==> src/rtl/uart_rx_fifo.sv <==
// UART0 receive path: 8N1 deserialiser feeding a first-word fall-through FIFO.
// The irq output (UART0RX) is asserted while at least one received byte is pending.
module uart_rx_fifo #(
  parameter int CLK_FREQ   = 10_000_000,
  parameter int BAUD       = 9600,
  parameter int FIFO_DEPTH = 8
) (
  input  logic       clk,
  input  logic       rst_n,
  input  logic       rx_i,
  input  logic       rd_en,
  input  logic       clr_err,
  output logic [7:0] rd_data,
  output logic       rx_valid,
  output logic       rx_full,
  output logic       frame_err,
  output logic       overrun_err,
  output logic       irq
);

  localparam int CLKS_PER_BIT = CLK_FREQ / BAUD;
  localparam int HALF_BIT     = CLKS_PER_BIT / 2;
  localparam int CNT_W        = $clog2(CLKS_PER_BIT);
  localparam int PTR_W        = $clog2(FIFO_DEPTH + 1);
  localparam int CW           = (CNT_W < 1) ? 1 : CNT_W;
  localparam int IDX_W        = (FIFO_DEPTH > 1) ? $clog2(FIFO_DEPTH) : 1;

  localparam logic [CW-1:0] HALF_LAST = CW'(HALF_BIT - 1);
  localparam logic [CW-1:0] BIT_LAST  = CW'(CLKS_PER_BIT - 1);

  typedef enum logic [2:0] {IDLE, START, DATA, STOP, WAIT_IDLE} state_t;

  state_t        state, state_next;
  logic [CW-1:0] baud_cnt, cnt_next;
  logic [2:0]    bit_idx, bit_next;
  logic [7:0]    shift, shift_next;
  logic          sync1, rxs;
  logic          push, frame_set;

  // The synchroniser resets to the idle level so that reset release is not mistaken for a start bit.
  always_ff @(posedge clk or negedge rst_n) begin
    if (!rst_n) begin
      sync1 <= 1'b1;
      rxs   <= 1'b1;
    end else begin
      // NOTE: non-blocking assignments keep this a true two-stage shift; blocking would collapse it to one flop.
      sync1 <= rx_i;
      rxs   <= sync1;
    end
  end

  always_ff @(posedge clk or negedge rst_n) begin
    if (!rst_n) begin
      state    <= IDLE;
      baud_cnt <= '0;
      bit_idx  <= '0;
      shift    <= '0;
    end else begin
      state    <= state_next;
      baud_cnt <= cnt_next;
      bit_idx  <= bit_next;
      shift    <= shift_next;
    end
  end

  always_comb begin
    // NOTE: every output of this block is given a default first, so no path can infer a latch.
    state_next = state;
    cnt_next   = baud_cnt;
    bit_next   = bit_idx;
    shift_next = shift;
    push       = 1'b0;
    frame_set  = 1'b0;
    unique case (state)
      IDLE: begin
        if (!rxs) begin
          state_next = START;
          cnt_next   = '0;
        end
      end
      START: begin
        if (baud_cnt == HALF_LAST) begin
          cnt_next   = '0;
          bit_next   = '0;
          state_next = rxs ? IDLE : DATA;
        end else begin
          cnt_next = baud_cnt + CW'(1);
        end
      end
      DATA: begin
        if (baud_cnt == BIT_LAST) begin
          shift_next[bit_idx] = rxs;
          cnt_next            = '0;
          if (bit_idx == 3'd7) state_next = STOP;
          else                 bit_next   = bit_idx + 3'd1;
        end else begin
          cnt_next = baud_cnt + CW'(1);
        end
      end
      STOP: begin
        if (baud_cnt == BIT_LAST) begin
          cnt_next = '0;
          if (rxs) begin
            push       = 1'b1;
            state_next = IDLE;
          end else begin
            frame_set  = 1'b1;
            state_next = WAIT_IDLE;
          end
        end else begin
          cnt_next = baud_cnt + CW'(1);
        end
      end
      WAIT_IDLE: begin
        // A held-low line (break) must return high before a new start bit is looked for.
        if (rxs) state_next = IDLE;
      end
      default: state_next = IDLE;
    endcase
  end

  logic [7:0]       mem [FIFO_DEPTH];
  logic [IDX_W-1:0] wr_ptr, rd_ptr;
  logic [PTR_W-1:0] count;
  logic             full, empty, pop, wr, overrun_set;

  function automatic logic [IDX_W-1:0] ptr_inc(input logic [IDX_W-1:0] p);
    return (p == IDX_W'(FIFO_DEPTH - 1)) ? '0 : p + IDX_W'(1);
  endfunction

  assign full        = (count == PTR_W'(FIFO_DEPTH));
  assign empty       = (count == '0);
  assign pop         = rd_en && !empty;
  assign wr          = push && (!full || pop);
  assign overrun_set = push && full && !pop;

  always_ff @(posedge clk or negedge rst_n) begin
    if (!rst_n) begin
      wr_ptr <= '0;
      rd_ptr <= '0;
      count  <= '0;
    end else begin
      if (wr)  wr_ptr <= ptr_inc(wr_ptr);
      if (pop) rd_ptr <= ptr_inc(rd_ptr);
      unique case ({wr, pop})
        2'b10:   count <= count + PTR_W'(1);
        2'b01:   count <= count - PTR_W'(1);
        default: count <= count;
      endcase
    end
  end

  // NOTE: storage is deliberately not reset; rd_data is masked while empty, so stale entries are never seen.
  always_ff @(posedge clk) begin
    if (wr) mem[wr_ptr] <= shift;
  end

  // A set in the same cycle as clr_err takes priority, so no error event is lost.
  always_ff @(posedge clk or negedge rst_n) begin
    if (!rst_n) begin
      frame_err   <= 1'b0;
      overrun_err <= 1'b0;
    end else begin
      if (frame_set)    frame_err <= 1'b1;
      else if (clr_err) frame_err <= 1'b0;
      if (overrun_set)  overrun_err <= 1'b1;
      else if (clr_err) overrun_err <= 1'b0;
    end
  end

  assign rd_data  = empty ? 8'h00 : mem[rd_ptr];
  assign rx_valid = !empty;
  assign rx_full  = full;
  assign irq      = !empty;

endmodule

==> config.mk <==
export PLATFORM = sky130hd
export DESIGN_NAME = uart_rx_fifo
export DESIGN_NICKNAME = d
export VERILOG_FILES = /design/src/rtl/uart_rx_fifo.sv
export SDC_FILE = /design/constraint.sdc
export NUM_CORES = 1
export LEC_CHECK = 0
export ABC_AREA = 1
export CORE_UTILIZATION = 55
export DETAILED_ROUTE_END_ITERATION = 10
export PLACE_DENSITY = 0.73
export SYNTH_ARGS = -nofsm -noshare
export SYNTH_HDL_FRONTEND = slang
export SYNTH_SLANG_ARGS = --single-unit
==> constraint.sdc <==
create_clock -name clk -period 3.4 [get_ports clk]
set_clock_uncertainty 0.1 [all_clocks]
set_input_delay 0.34 -clock clk [delete_from_list [all_inputs] [get_ports clk]]
set_output_delay 0.34 -clock clk [all_outputs]
set_load 0.05 [all_outputs]
* Yosys cells after proc, flatten, opt, wreduce, memory -nomap -nowiden
Memories as Yosys holds them, arrays and structs flattened.
Index checks and enable logic that the tools add are counted.
** Storage, ports and cells
- Bits in registers :: 39
- Latch bits :: 0
- RAM bits :: 64
- Bits in read-only memories :: 0
- Input port bits :: 5
- Output and inout bits :: 13
- Logic and storage cells :: 95
- Memories kept :: 1
** Cells by class
- $add $sub $neg :: 6
- Multiply operators :: 0
- Divide/modulo/power cells :: 0
- Magnitude comparators :: 2
- Eq/ne operators :: 19
- Shift operators :: 0
- Muxes and demuxes :: 35
- Bitwise operators :: 0
- Reduce and logical (&&, ||, !) cells :: 21
** Memory list
- mem :: words 8, bits a word 8, rd ports 1, clocked after Yosys merged registers in 0, wr ports 1, RTL line 122 : logic [7:0] mem [FIFO_DEPTH];
** Operators with widths (count)
- 3-bit 2-to-1 mux :: 12
- 11-bit 2-to-1 mux :: 3
- 11-bit case mux with 3 select lines :: 1
- 3-bit case mux with 5 select lines :: 1
- 2-bit != test (second input constant) :: 7
- 3-bit == test (second input constant) :: 4
- 1-bit 2-to-1 mux :: 12
- 11-bit by 1-bit adder with 11-bit output (second input constant) :: 1
- 11-bit by 10-bit == test with 1-bit output (second input constant) :: 1
- 11-bit == test (second input constant) :: 1
- 3-bit by 1-bit adder with 3-bit output (second input constant) :: 3
- 8-bit bitwise mux :: 1
- 8-bit 2-to-1 mux :: 1
- 4-bit case mux with 2 select lines :: 1
- 2-bit nonzero test :: 4
- 3-bit by 2-bit == test with 1-bit output (second input constant) :: 2
- 3-bit case mux with 2 select lines :: 1
- 6-bit AND reduction :: 1
- 1-bit logical AND :: 5
- 4-bit by 1-bit adder with 4-bit output (second input constant) :: 1
- 4-bit == test (second input constant) :: 1
- 4-bit logical NOT :: 1
- 3-bit by 4-bit less-than comparator with 1-bit output (second input constant) :: 1
- 2-bit AND reduction :: 2
- 13 further kinds :: 15

* Logic depth before layout (Yosys ltp)
- Word-level depth :: 7
- Gate-level depth with buffers :: 16
- Gate-level depth less buffers :: 16

* Worst setup path after synthesis
OpenSTA, ideal clock, no wires.
- Path kind :: reg-to-reg
- Start point :: register baud_cnt[0]
- End point :: memory mem[0][0], enable pin
- Library setup time :: 395 ps
- Data arrival time :: 1956 ps
- Required time :: 2905 ps
- Slack :: 949 ps
- Cell stages (with the launch flop) :: 9
- Path buffers :: 0
- Period minus slack after synthesis :: 2451 ps
- Path through :: dfrtp_1 -> inv_1 -> ha_1 -> nand2_1 -> nor2_1 -> nand3_2 -> inv_2 -> nand2_2 -> nor4_1
** On the way
- Cells in the longest elaborated chain, start to end :: 6
** Ends and longest elaborated chain
- start, declared :: RTL line 34 : logic [CW-1:0] baud_cnt, cnt_next;
- start signal, assigned :: RTL line 60 : baud_cnt <= cnt_next;
- 11-bit == test :: RTL line 101 : if (baud_cnt == BIT_LAST) begin
- 1-bit 2-to-1 mux :: RTL line 101
- 1-bit 2-to-1 mux :: RTL line 74 : unique case (state)
- 1-bit logical AND :: RTL line 134 : assign wr = push && (!full || pop);
- 1-bit 2-to-1 mux :: RTL line 155 : if (wr) mem[wr_ptr] <= shift;
- 1-bit 2-to-1 mux (not written as such) :: RTL line 155
- end, declared :: RTL line 122
No other way between the ends.

* Worst setup path after layout
- Start point :: register rd_ptr[1]
- End point :: output rd_data[6]
** On the way
- Cells in the longest elaborated chain, start to end :: 2
** Ends and longest elaborated chain
- start, declared :: RTL line 123 : logic [IDX_W-1:0] wr_ptr, rd_ptr;
- start signal, assigned :: RTL line 144 : if (pop) rd_ptr <= ptr_inc(rd_ptr);
- memory 8 x 8 bit
- 8-bit 2-to-1 mux :: RTL line 171 : assign rd_data = empty ? 8'h00 : mem[rd_ptr];
- end, declared :: RTL line 13 : output logic [7:0] rd_data,
No other way between the ends.

==> metrics.txt <==
post-synthesis to final-layout area growth=10.4%; remaining design rule violation count=0; total global routing overflow=0; post-cts sizing count=0; Slew Viols, Final=0; cts hold-fix bufs=0; maximum vdd ir drop=approximately 0.00040 V; gate count of the mapped netlist=455; ys async rst share=37.9%; boundary pin count=18; total number of vias=around 3.3k; failing checks=negative hold slack; hold crit path type=in -> async; Setup WS post-layout=0.665 ns; count of state elements after synthesis=103; H-tree levels=3; commonest non-fill, non-tap cell in the layout=sky130_fd_sc_hd__nor2_1; final setup fails=0; Synth warnings=0; Die Ht=approximately 94 um; cell chosen for the clock root=sky130_fd_sc_hd__clkbuf_8; die area=8840 sq um; cts bufs inserted=9; post-route cell area=roughly 5100 sq um; predominant post-synthesis flop cell=sky130_fd_sc_hd__edfxtp_1; Antenna Violating Nets Remaining=0; portion of the clock cycle consumed by the worst path in the final layout=80.4%; pin count of the biggest net entering global routing=40; worst hold slack=-0.0244 ns; CTS sink cnt=roughly 100; Iter 0 DRT Violations=152; Setup Buffers After CTS=0; antenna cell count=0; net count of the mapped netlist=469; CP Data Required Time=approximately 3 ns; DR pass1 iterations=5; post-place setup slack=around 1.1 ns; maximum fanout encountered on the critical timing path=34; Total Wirelength=9170 um; TritonCTS clock tree=yes; commonest cells after routing, fill and taps aside=sky130_fd_sc_hd__nor2_1 (99), sky130_fd_sc_hd__edfxtp_1 (64), sky130_fd_sc_hd__nand2_1 (52), sky130_fd_sc_hd__inv_1 (43), sky130_fd_sc_hd__o21ai_0 (41); headroom to the max-slew limit=33.9%; final routed wire length divided by cell count=15.5 um; instance area after placement=4960 sq um; setup slack, reg-to-reg=approximately 1.2 ns; status=finished with violations; slew at the pin closest to its max-slew limit=just under 1 ns; Crit Path Category=reg -> out; LEAKAGE=2.31 nW; Avg Vias per Cell=5.58; routability-driven placement congestion ratio=0.852; maximum number of buffers from clock root to sink=2; Sum Neg Setup Slack=0 ns; number of nets in the final layout=a little under 500; initial standard-cell utilization of the core=56.7%; register clock-pin slew on the reported worst setup and hold paths=~0.10 ns; max-cap check violation count=0; Final Hold Viols=14; Floorplan Core Area=8220 sq um; Port-buffer cells=17; number of global-route vias before repair=between 3k and 4k; maximum frequency from static timing analysis=366 MHz; Yosys top cell area share=41.3%; top cells by area in the synthesized netlist=sky130_fd_sc_hd__edfxtp_1 (41%), sky130_fd_sc_hd__dfrtp_1 (20%), sky130_fd_sc_hd__nor2_1 (8.0%); placed insts=~580; sequential-to-total area share from yosys stat=about 62%; clock insertion delay at the later pin of the skew report=0.37 ns; FILL cells=641; Critical Path Start Type=flop; DIE WIDTH=94.0 um; global-route usage over all layers=22.9%; Cell Rows=33; cell area after synthesis=4660 sq um; Finished Layout Cells=roughly 590; synth unique cells=31; layout cells sized above 1=11.5%; arrival time worst endpoint=about 2.3 ns; nature of the critical path endpoint=primary output; count of flip-flops with a built-in enable after synthesis=64; mean instance size in the synthesized netlist=about 10 sq um; total power consumption of the routed design=3.43 mW; cell type contributing the most total cell area after synthesis=sky130_fd_sc_hd__edfxtp_1; setup repair after global routing missed its margin=no; PD cells=667 nW/um^2; placed wire-length estimate after detailed placement=between 6000 and 7000 um; wire length of the first global-routing pass=14800 um; initial antenna violation count=0; end-of-flow core utilization=between 60% and 70%; time the final worst path needs with I/O delays and setup=2.73 ns
==> state kept, by name, summed over array words and instances, names as in the netlist, 3 cells and up <==
register and count:
mem 64, bit_idx 3, rd_ptr 3, shift 8, baud_cnt 11, count 4, state 3, wr_ptr 3
==> critical path, stage by stage (launching register included) <==
cell	delay [ns]
sky130_fd_sc_hd__dfrtp_1	1.01
sky130_fd_sc_hd__o21ai_0	0.24
sky130_fd_sc_hd__o32ai_1	0.17
sky130_fd_sc_hd__o21ai_0	0.11
sky130_fd_sc_hd__nor2_1	0.17
sky130_fd_sc_hd__buf_4	0.23
==> Yosys cell counts, types with 2 or more instances <==
cell                       number
sky130_fd_sc_hd__a21oi_1        4
sky130_fd_sc_hd__buf_2          3
sky130_fd_sc_hd__clkbuf_1       8
sky130_fd_sc_hd__dfrtp_1       37
sky130_fd_sc_hd__dfstp_2        2
sky130_fd_sc_hd__edfxtp_1      64
sky130_fd_sc_hd__ha_1           9
sky130_fd_sc_hd__inv_1         43
sky130_fd_sc_hd__inv_2          5
sky130_fd_sc_hd__mux2i_1        4
sky130_fd_sc_hd__nand2_1       52
sky130_fd_sc_hd__nand2_2        5
sky130_fd_sc_hd__nand3_1       20
sky130_fd_sc_hd__nand3_2        2
sky130_fd_sc_hd__nand4_1        4
sky130_fd_sc_hd__nor2_1        99
sky130_fd_sc_hd__nor2_4         3
sky130_fd_sc_hd__nor3_1        14
sky130_fd_sc_hd__nor4_1         4
sky130_fd_sc_hd__o21ai_0       41
sky130_fd_sc_hd__o21ai_1        3
sky130_fd_sc_hd__o32ai_1       16
sky130_fd_sc_hd__or2_4          2
sky130_fd_sc_hd__xor2_1         4
==> logic make-up after synthesis <==
logic type | share of synthesized area (%)
adders and majority gates | 2.42
xor gates and xnor gates | 0.752
and+or+nand+nor | 19.6
muxes | 0.860
DFF | 62.3
buffers and inverters | 5.00
AOI/OAI and AO/OA | 9.16
==> final cells by class <==
type / count / area (sq um) / share of cell area [%]
clock buffer: 10 / 128 / 2.48
clock inverter: 6 / 57.6 / 1.12
inverter: 48 / 180 / 3.50
multi-input combinational: 292 / 1530 / 29.7
sequential: 103 / 2900 / 56.4
tap: 105 / 131 / 2.55
timing repair buffer: 27 / 220 / 4.28
==> where the power goes <==
group | switching, mW | internal (mW)
registers | 0.0935 | 1.36
logic | 0.844 | 0.396
clock network | 0.449 | 0.288
==> path summary, 6_finish.rpt <==
| check | start | to | depth (start not counted) |
|---|---|---|---|
| worst max-delay path | rd_ptr[1]$_DFFE_PN0P_ | rd_data[6] | 5 |
| worst min-delay path | rst_n | rd_ptr[2]$_DFFE_PN0P_ | 1 |
| worst max register to register | baud_cnt[0]$_DFFE_PN0P_ | mem[7][7]$_DFFE_PP_ | 9 |
| worst min register to register | sync1$_DFF_PN1_ | rxs$_DFF_PN1_ | 0 |
| max in group asynchronous | rst_n | shift[6]$_DFFE_PN0P_ | 1 |
| min in group clk | sync1$_DFF_PN1_ | rxs$_DFF_PN1_ | 0 |
==> per-layer routing <==
layer  vias up  wire length, um  GRT usage, %
met2        97             4590          39.3
met3        14              432          4.37
li1       1608                -             -
met4         0              140          9.87
met1      1576             4000          28.1
met5         -                0             0
(Power assumes the default switching activity.)
==> variant 1: new RTL, config.mk and constraints unchanged <==
Re-encode `state_t` (5 states) as one-hot, 5 bits wide.
--- a/src/rtl/uart_rx_fifo.sv
+++ b/src/rtl/uart_rx_fifo.sv
@@ -28,7 +28,7 @@
   localparam logic [CW-1:0] HALF_LAST = CW'(HALF_BIT - 1);
   localparam logic [CW-1:0] BIT_LAST  = CW'(CLKS_PER_BIT - 1);
 
-  typedef enum logic [2:0] {IDLE, START, DATA, STOP, WAIT_IDLE} state_t;
+  typedef enum logic [4:0] {IDLE = 5'b00001, START = 5'b00010, DATA = 5'b00100, STOP = 5'b01000, WAIT_IDLE = 5'b10000} state_t;
 
   state_t        state, state_next;
   logic [CW-1:0] baud_cnt, cnt_next;
Behaviour: no difference found for any inputs over 10 cycles, from zero or initial values and one cycle with rst_n low; not proved beyond that.
==> variant 1 against the original RTL <==
Wire length rose by 1.3%; final area increased by 3.3%; setup slack worse by 0.31 ns; sequential cell count up 2; critical path depth increased by 1; total power is 14% higher; area after synthesis is 3.4% higher; maximum frequency decreased by 10%.
==> variant 1: results (changes against the original RTL) <==
status finished clean; maximum vdd ir drop 0.430 mV (+8.0%); sequential fraction of the synthesis area 61.3% (-1.0 points); number of combinational gates with multiple inputs 316 (+8.2%); net count of the mapped netlist 493 (+5.1%); Sink Count 105 (+1.9%); Rel. slew slack 37.9% (+4.1 points); gate family responsible for the most delay along the worst path buffers and inverters; minimum setup slack among reg-to-reg paths 0.95 ns (-0.25 ns); worst hold slack across all endpoints 0.00365 ns (+0.0280 ns); Tot GR Track Use 22.1% (-0.79 points); delay of the slowest critical-path stage 0.81 ns (-0.20 ns); most instantiated cells after synthesis sky130_fd_sc_hd__nor2_1, sky130_fd_sc_hd__edfxtp_1, sky130_fd_sc_hd__nand2_1; largest net degree at the start of global routing 42 (+5.0%); NonClk Buf Share 4.52% (+0.24 points); fraction of area in multi-input gates 30.9% (+1.3 points); final weighted congestion in routability-driven placement 0.870 (+2.1%); Seq/total area 55.6% (-0.84 points); static power due to leakage 2.11 nW (-8.6%); first drt pass iteration count 4 (-1); ranking of synthesized cells by area sky130_fd_sc_hd__edfxtp_1, sky130_fd_sc_hd__dfrtp_1, sky130_fd_sc_hd__nor2_1; final layout net count 520 (+5.1%); area share of the leading cell type in the synthesized netlist 39.9% (-1.4 points); Critical Path AT 2.61 ns (+0.32 ns); synth unique cells 36 (+16%); ratio of cells with drive above 1 in the final layout 11.7% (+0.22 points); placed wire-length estimate after detailed placement 6390 um (+2.4%); maximum fanout count along the critical path 17 (-50%)
-- variant 1: final timing paths --
check | from | to
setup / recovery | rd_ptr[1]$_DFFE_PN0P_ | rd_data[5]
max in group asynchronous | rst_n | state[2]$_DFFE_PN0P_
hold / removal | rst_n | baud_cnt[3]$_DFFE_PN0P_
setup reg to reg | baud_cnt[1]$_DFFE_PN0P_ | mem[1][7]$_DFFE_PP_
hold reg to reg | sync1$_DFF_PN1_ | rxs$_DFF_PN1_
min in group clk | sync1$_DFF_PN1_ | rxs$_DFF_PN1_
-- variant 1: kinds of logic (layout without fill, tap and decap cells) --
group / count (synthesis) / count (layout) / synth area share, %
AOI/OAI and AO/OA: 96 / 96 / 11.4
xor gates and xnor gates: 5 / 5 / 0.909
adders and majority gates: 9 / 9 / 2.34
buffers and inverters: 58 / 90 / 4.65
DFF: 105 / 105 / 61.3
and+or+nand+nor: 206 / 206 / 19.4
-- variant 1: metrics by stage --
stage | setup WS (ns) | area (um^2)
floorplan | 0.852 | 4820
global placement | 0.892 | 5140
detailed placement | 0.792 | 5140
CTS | 0.387 | 5310
global route | 0.240 | 5310
finish | 0.352 | 5310
-- variant 1: power by group --
group | leakage [nW] | switching, mW | total (mW) | internal (mW)
sequential | 1.14 | 0.0667 | 1.49 | 1.43
combinational | 0.896 | 1.19 | 1.72 | 0.537
clock | 0.0765 | 0.418 | 0.686 | 0.268
total | 2.11 | 1.67 | 3.90 | 2.23
-- variant 1: layer usage --
layer / GRT usage (%) / up-vias / wire length (um)
met1: 30.7 / 1575 / 4440
met2: 36.0 / 79 / 4430
met4: 7.21 / 0 / 118
met3: 2.95 / 12 / 298
li1: - / 1701 / -
met5: 0 / - / 0
==> variant 2: new RTL, same flow settings <==
Without the edit above. Change the parameter `BAUD` from 9600 to 2400.
--- a/src/rtl/uart_rx_fifo.sv
+++ b/src/rtl/uart_rx_fifo.sv
@@ -2,7 +2,7 @@
 // The irq output (UART0RX) is asserted while at least one received byte is pending.
 module uart_rx_fifo #(
   parameter int CLK_FREQ   = 10_000_000,
-  parameter int BAUD       = 9600,
+  parameter int BAUD       = 2400,
   parameter int FIFO_DEPTH = 8
 ) (
   input  logic       clk,
Behaviour: same outputs for any inputs over 10 cycles, from zero or initial values and one cycle with rst_n low; that may be too few to reach the edited logic, so the function may still have changed.
==> variant 2 against the original RTL <==
The run still ends with negative hold slack left; first-iteration DRC count rose by 2.0%; area after synthesis is 2.7% higher; highest routed layer unchanged; total power grew 0.80%; wire length up 0.61%; final area increased by 2.4%; sequential cell count is 2 higher; die area rose by 2.7%; setup slack better by 0.040 ns.
==> variant 2: results (changes against the original RTL) <==
number of vias after detailed routing 3,367 (+2.2%); top flop regs mem x64, baud_cnt x13, shift x8; power per unit of standard cell area 657 nW/um^2 (-1.5%); net count of the mapped netlist 492 (+4.9%); violated checks negative hold slack; r2r endpoint mem[4][1]$_DFFE_PP_; worst setup slack before clock tree synthesis 1.11 ns (-0.0111 ns); sequential fraction of the synthesis area 61.6% (-0.61 points); Iteration-0 DRC Markers 155 (+2.0%); vias in the first global route 3,315 (+4.2%); final weighted congestion in routability-driven placement 0.834 (-2.1%); Critical Path AT 2.26 ns (-0.03 ns); Gate Count Post-Synth 477 (+4.8%); GR met3 Demand/Resource 3.43% (-0.94 points); transition time at the pin with the least slew margin 0.957 ns (-0.0345 ns); placed inst area 5080 um^2 (+2.6%); share of cell area taken by muxes after synthesis 0% (-0.86 points); synth unique cells 32 (+3.2%); adder and majority cell fraction of the synthesized area 2.61% (+0.20 points); final layout net count 518 (+4.6%); most instantiated cells after synthesis sky130_fd_sc_hd__nor2_1, sky130_fd_sc_hd__edfxtp_1, sky130_fd_sc_hd__nand2_1; placed wire-length estimate after detailed placement 6550 um (+5.1%); complex-gate fraction of the synthesized area 9.28% (+0.12 points); hold violation total from the final report 23 (+9); worst hold slack across all endpoints -0.00485 ns (+0.0195 ns); ratio of cells with drive above 1 in the final layout 11.2% (-0.30 points); post-synthesis instance area 4790 um^2 (+2.7%); static power due to leakage 2.37 nW (+2.9%); GR Layer Usage met1 30.0% (+1.9 points); status complete, but fails checks; global-route wire length before repair 15,600 um (+5.1%); Tot GR Track Use 23.1% (+0.20 points); met2 Track Usage GR 38.8% (-0.48 points); predominant post-synthesis flop cell sky130_fd_sc_hd__edfxtp_1; final-layout fill cell count 691 (+7.8%); first drt pass iteration count 4 (-1); FFs w/ async S/R, synth 39.0% (+1.2 points); area share of the leading cell type in the synthesized netlist 40.2% (-1.1 points); minimum setup slack among reg-to-reg paths 1.18 ns (-0.02 ns); largest net degree at the start of global routing 42 (+5.0%); Avg WL per Cell 15.0 um (-3.0%); capturing element of the worst setup path rd_data[3]; ranking of synthesized cells by area sky130_fd_sc_hd__edfxtp_1, sky130_fd_sc_hd__dfrtp_1, sky130_fd_sc_hd__nor2_1; power attributed to the clock group 702 uW (-4.7%); # placed instances 597 (+3.8%); Post-CTS Repair Setup Buffers 0 (unchanged); delay of the slowest critical-path stage 0.98 ns (-0.03 ns); fraction of synthesized cell area in xor and xnor cells 1.65% (+0.89 points); Vias/cell 5.49 (-1.5%); launching point of the worst reg2reg path baud_cnt[1]$_DFFE_PN0P_
-- variant 2: layer usage --
| layer | routed length, um | part of all wire (%) |
|---|---|---|
| met1 | 4120 | 45 |
| met2 | 4560 | 49 |
| met3 | 325 | 3.5 |
| met4 | 215 | 2.3 |
| met5 | 0 | 0 |
-- variant 2: cells by family (layout without fill, tap and decap cells) --
kind of cell	count (synthesis)	after routing
AND/OR/NAND/NOR	216	216
flip-flops	105	105
AO/OA/AOI/OAI	73	73
buffers and inverters	64	95
adder cells (fa/ha/maj)	10	10
XOR/XNOR	9	9
-- variant 2: area by class of cell --
class                      instances  area, um^2  area share (%)
sequential                       105        2950            56.0
tap                              105         131            2.50
inverter                          52         196            3.73
multi-input combinational        308        1590            30.1
clock buffer                       9         124            2.35
timing repair buffer              27         220            4.18
clock inverter                     7        55.1            1.05
